==> src/rtl/ddr3_avl_arbiter.sv <==
// rtl/ddr3_avl_arbiter.sv - two-master arbiter for the single DDR3 Avalon-MM port
// Contention policy: round-robin by default; read priority with write starvation guard when DDR3_ARB_RD_PRIORITY_EN is defined.
module ddr3_avl_arbiter #(
  parameter int ADDR_W       = 26,
  parameter int DATA_W       = 128,
  parameter int STARVE_LIMIT = 16
) (
  input  logic                ddr3_clk,
  input  logic                ddr3_reset_n,
  input  logic                m0_burstbegin,
  input  logic                m0_read_req,
  input  logic [ADDR_W-1:0]   m0_addr,
  input  logic [2:0]          m0_size,
  output logic                m0_ready,
  output logic                m0_read_data_valid,
  output logic [DATA_W-1:0]   m0_read_data,
  input  logic                m1_burstbegin,
  input  logic                m1_write_req,
  input  logic [ADDR_W-1:0]   m1_addr,
  input  logic [2:0]          m1_size,
  input  logic [DATA_W-1:0]   m1_wdata,
  input  logic [DATA_W/8-1:0] m1_be,
  output logic                m1_ready,
  input  logic                avl_ready,
  output logic                avl_burstbegin,
  output logic                avl_read_req,
  output logic                avl_write_req,
  output logic [ADDR_W-1:0]   avl_addr,
  output logic [2:0]          avl_size,
  output logic [DATA_W-1:0]   avl_wdata,
  output logic [DATA_W/8-1:0] avl_be,
  input  logic                avl_read_data_valid,
  input  logic [DATA_W-1:0]   avl_read_data,
  output logic [7:0]          rd_outstanding
);

  typedef enum logic [1:0] {IDLE, GRANT_RD, GRANT_WR} state_t;

  localparam int STARVE_W = $clog2(STARVE_LIMIT + 1);

  state_t              state, state_nx;
  logic [2:0]          wr_cnt;
  logic                wr_started;
  logic [STARVE_W-1:0] starve_cnt;
  logic                pick_wr;
  logic                grant_rd, grant_wr;
  logic                rd_accept, wr_accept, wr_last;
  logic [2:0]          rd_size_eff, wr_size_eff;
  logic [8:0]          rd_sum, rd_next;

  assign m0_read_data_valid = avl_read_data_valid;
  assign m0_read_data       = avl_read_data;

  assign rd_size_eff = (m0_size == 3'd0) ? 3'd1 : m0_size;
  assign wr_size_eff = (m1_size == 3'd0) ? 3'd1 : m1_size;
  assign rd_accept   = (state == GRANT_RD) && avl_ready && m0_read_req;
  assign wr_accept   = (state == GRANT_WR) && avl_ready && m1_write_req;
  assign wr_last     = wr_started ? (wr_cnt == 3'd1) : (wr_size_eff == 3'd1);

`ifdef DDR3_ARB_RD_PRIORITY_EN
  assign pick_wr = (starve_cnt >= STARVE_W'(STARVE_LIMIT));
`else
  logic rr_wr_next;

  assign pick_wr = rr_wr_next;

  always_ff @(posedge ddr3_clk or negedge ddr3_reset_n) begin
    if (!ddr3_reset_n)  rr_wr_next <= 1'b0;
    else if (grant_rd)  rr_wr_next <= 1'b1;
    else if (grant_wr)  rr_wr_next <= 1'b0;
  end
`endif

  always_comb begin
    state_nx       = state;
    grant_rd       = 1'b0;
    grant_wr       = 1'b0;
    m0_ready       = 1'b0;
    m1_ready       = 1'b0;
    avl_burstbegin = 1'b0;
    avl_read_req   = 1'b0;
    avl_write_req  = 1'b0;
    avl_addr       = '0;
    avl_size       = '0;
    avl_wdata      = '0;
    avl_be         = '0;
    case (state)
      IDLE: begin
        if (m0_read_req && m1_write_req) begin
          grant_wr = pick_wr;
          grant_rd = !pick_wr;
        end else begin
          grant_rd = m0_read_req;
          grant_wr = m1_write_req;
        end
        if (grant_rd)      state_nx = GRANT_RD;
        else if (grant_wr) state_nx = GRANT_WR;
      end
      GRANT_RD: begin
        avl_burstbegin = m0_burstbegin;
        avl_read_req   = m0_read_req;
        avl_addr       = m0_addr;
        avl_size       = m0_size;
        m0_ready       = avl_ready;
        if (rd_accept) state_nx = IDLE;
      end
      GRANT_WR: begin
        avl_burstbegin = m1_burstbegin;
        avl_write_req  = m1_write_req;
        avl_addr       = m1_addr;
        avl_size       = m1_size;
        avl_wdata      = m1_wdata;
        avl_be         = m1_be;
        m1_ready       = avl_ready;
        if (wr_accept && wr_last) state_nx = IDLE;
      end
      default: state_nx = IDLE;
    endcase
  end

  always_ff @(posedge ddr3_clk or negedge ddr3_reset_n) begin
    if (!ddr3_reset_n) state <= IDLE;
    else               state <= state_nx;
  end

  // wr_cnt holds beats still owed after the last accepted one
  always_ff @(posedge ddr3_clk or negedge ddr3_reset_n) begin
    if (!ddr3_reset_n) begin
      wr_cnt     <= 3'd0;
      wr_started <= 1'b0;
    end else if (wr_accept) begin
      wr_cnt     <= wr_started ? wr_cnt - 3'd1 : wr_size_eff - 3'd1;
      wr_started <= !wr_last;
    end
  end

  always_ff @(posedge ddr3_clk or negedge ddr3_reset_n) begin
    if (!ddr3_reset_n)
      starve_cnt <= '0;
    else if (grant_wr)
      starve_cnt <= '0;
    else if (grant_rd && m1_write_req && (starve_cnt != STARVE_W'(STARVE_LIMIT)))
      starve_cnt <= starve_cnt + 1'b1;
  end

  always_comb begin
    rd_sum  = {1'b0, rd_outstanding} + (rd_accept ? {6'd0, rd_size_eff} : 9'd0);
    rd_next = (avl_read_data_valid && (rd_sum != 9'd0)) ? rd_sum - 9'd1 : rd_sum;
    if (rd_next > 9'd255) rd_next = 9'd255;
  end

  always_ff @(posedge ddr3_clk or negedge ddr3_reset_n) begin
    if (!ddr3_reset_n) rd_outstanding <= 8'd0;
    else               rd_outstanding <= rd_next[7:0];
  end

endmodule

==> config.mk <==
export PLATFORM = sky130hd
export DESIGN_NAME = ddr3_avl_arbiter
export DESIGN_NICKNAME = d
export VERILOG_FILES = /design/src/rtl/ddr3_avl_arbiter.sv
export SDC_FILE = /design/constraint.sdc
export NUM_CORES = 1
export LEC_CHECK = 0
export ABC_AREA = 1
export ABC_CLOCK_PERIOD_IN_PS = 4200
export BUFFER_PORTS_ARGS = -buffer_cell sky130_fd_sc_hd__buf_2
export CAP_MARGIN = 5
export CELL_PAD_IN_SITES_DETAIL_PLACEMENT = 0
export CELL_PAD_IN_SITES_GLOBAL_PLACEMENT = 1
export CORE_AREA = 2 2 253 255
export CTS_BUF_LIST = sky130_fd_sc_hd__clkbuf_8
export DETAILED_ROUTE_END_ITERATION = 12
export DIE_AREA = 0 0 255 257
export PLACE_DENSITY = 0.38
export SLEW_MARGIN = 10
export SYNTH_ARGS = -nofsm -noshare
export SYNTH_HDL_FRONTEND = slang
export SYNTH_SLANG_ARGS = --single-unit
export TNS_END_PERCENT = 10
==> constraint.sdc <==
create_clock -name ddr3_clk -period 4.2 [get_ports ddr3_clk]
set_input_delay 0.42 -clock ddr3_clk [delete_from_list [all_inputs] [get_ports ddr3_clk]]
set_output_delay 0.42 -clock ddr3_clk [all_outputs]
set_load 0.05 [all_outputs]
==> impl_metrics.tcl <==
set metrics [dict create \
    outcome "completed" \
    wire_per_inst_um 12.34 \
    port_buffers 396 \
    path_buf_inv 4 \
    cts_tree "built" \
    maxCapViolCount 0 \
    startpoint "state[1]" \
    critPathMaxStageDelay_ns 0.84 \
    syn2layout_area_growth_pct 54.35 \
    yosysTopAreaCell "nand2_1" \
    grt_setup_unrepaired "false" \
    num_vias 5074 \
    synth_edf_count 0 \
    end_kind "output pin" \
    nNetsFinal 1342 \
    synth_cell_types 28 \
    grt_use_total_pct 6.413 \
    drt_iter0_drc 105 \
    async_reset_ff_share_pct 100.0 \
    critPathTopFamily "buffers and inverters" \
    wirelength_um 22690 \
    start_util_pct 6.183 \
    synth_common_cells "nand2_1, inv_1, buf_4, a21oi_1, clkbuf_1" \
    synth.avg_cell_area_um2 5.249 \
    slew_headroom_pct 24.85 \
    syn_inst 739 \
    tightest_slew_ns 1.120 \
    worstSkewPairLatency_ns 0.26 \
    ys_seq_elements 15 \
    critPathRequiredTime_ns 3.78 \
    dr.pass1.iters 4 \
    crit_slowest_cell "clkinv_1" \
    critical_path_class "reg -> out" \
    vdd_drop_max_v 0.0002136 \
    cts_root_buf "clkbuf_8" \
    fmax_mhz 311.4 \
    htreeDepth 1 \
    crit_arrival_ns 2.79 \
    rows 92 \
    power.density_nw_per_um2 647.3 \
    grt_max_degree 68 \
    viasPerCell 2.759 \
    top_level_ports 653 \
    postCtsSetupBuffers 0 \
    grt_pass1_wl_um 30860 \
    fin_skew_ns 0.002311 \
    dominantRegCellSynth "dfrtp_1" \
    finalCriticalPeriod_ns 3.212 \
    seq_area_frac_synth_pct 9.677 \
    crit_chain "inv_1, ha_1, clkinv_1, buf_4, a21oi_1, buf_2" \
    gp_congestion 0.7450 \
    die_h_um 257 \
    yosys_warnings 0 \
    yosys.area.top_type_share_pct 26.61 \
    p_leak_uw 0.004217 \
    whs_ns 0.08893 \
    cts_buffers 3 \
    dieArea_um2 65540 \
    cts_resized 0 \
    clkTransAtPathRegs_ns 0.07 \
    finalCritPeriodShare_pct 76.47 \
    reg2reg_depth 17 \
    dp_hpwl_um 19840 \
    cts_max_path_buffers 2 \
    holdCritPathClass "in -> async" \
    fin_cells 1839 \
    grt_pass1_vias 5023 \
    holdBufCountCts 0 \
    finalHoldViolCount 0 \
    clock-sinks 15 \
    synth_area_um2 3879 \
    final_antenna_net_count 0 \
    r2r_start "state[1]" \
    startpoint_type "flip-flop" \
    tns_ns 0 \
    syn_nets 1089 \
    synth.most_common_cell "nand2_1" \
    antenna_found_initial 8 \
    design.core.area_um2 62740 \
    grt_overflow_total 0 \
    drcViolationCount 0 \
    finalPower_uw 3876 \
    drive_gt1_share_pct 42.99 \
    place_inst 1833 \
    drv_slew 0 \
    synth.area.top_cells "nand2_1, buf_4, inv_1" \
    r2r_slack_ns 1.22 \
    setup_viol_count_final 0 \
    critical_path_peak_fanout 25 \
    die_w_um 255 \
    setup_ws_ns 0.9884 \
    r2r-end "rd_outstanding[6]" \
    dp_slack_ns 1.111 \
]
==> sequential cells by signal, summed over array words and instances (netlist names) <==
register / cells
wr_cnt: 3
wr_started: 1
rd_outstanding: 8
state: 2
pick_wr: 1
==> placed cells by master (no fill, tap or decap), drive strengths merged, types with 4 or more instances in the layout <==
| cell type | count |
|---|---|
| o21ai | 8 |
| nand3 | 17 |
| nor2 | 18 |
| nand2 | 283 |
| ha | 11 |
| inv | 180 |
| a21oi | 35 |
| dfrtp | 15 |
| buf | 404 |
| xor2 | 4 |
==> cell type report <==
| class | count | area [µm²] |
|---|---|---|
| well taps | 846 | 1059 |
| inverters | 181 | 684.4 |
| diodes | 2 | 5.005 |
| multi-input cells | 387 | 1764 |
| clock inverters | 1 | 3.754 |
| repair buffers | 404 | 2054 |
| flip-flops and latches | 15 | 375.4 |
| clock buffers | 3 | 41.29 |
| fillers | 7471 | 56750 |
==> routing by layer <==
metal	part of all wire, %	track usage (%)	up-vias
met1	34	6.044	2156
met5	0.28	0.5263	-
met3	12	2.701	67
li1	-	-	2477
met4	3.6	2.242	4
met2	50	12.17	370
==> worst max-delay path by stage <==
stage / end / cells past startpoint
final: avl_addr[1] / 6
after global routing: avl_addr[17] / 6
after CTS: avl_addr[4] / 6
after detailed placement: avl_addr[4] / 6
after global placement: avl_addr[1] / 6
after floorplan: rd_outstanding[0] / 18
==> kinds of logic after synthesis <==
| logic type | Yosys count | synth area share, % |
|---|---|---|
| flip-flops | 15 | 9.677 |
| AO/OA/AOI/OAI | 48 | 6.516 |
| adder cells (fa/ha/maj) | 12 | 4.064 |
| buffers and inverters | 337 | 45.23 |
| XOR/XNOR | 5 | 1.129 |
| AND/OR/NAND/NOR | 322 | 33.39 |
==> report_power, final <==
part           total [µW]  internal (µW)  switching (µW)
combinational        3470            748            2720
clock                 122           65.0            56.9
sequential            282            208            73.6
==> per-stage QoR <==
stage	area, µm²	utilization, %
after floorplan	3879	-
after global placement	5937	9.464
after detailed placement	5937	9.464
after CTS	5982	9.535
after global routing	5982	9.535
final	5987	9.543
No activity file was read; power rests on OpenSTA's default activity.
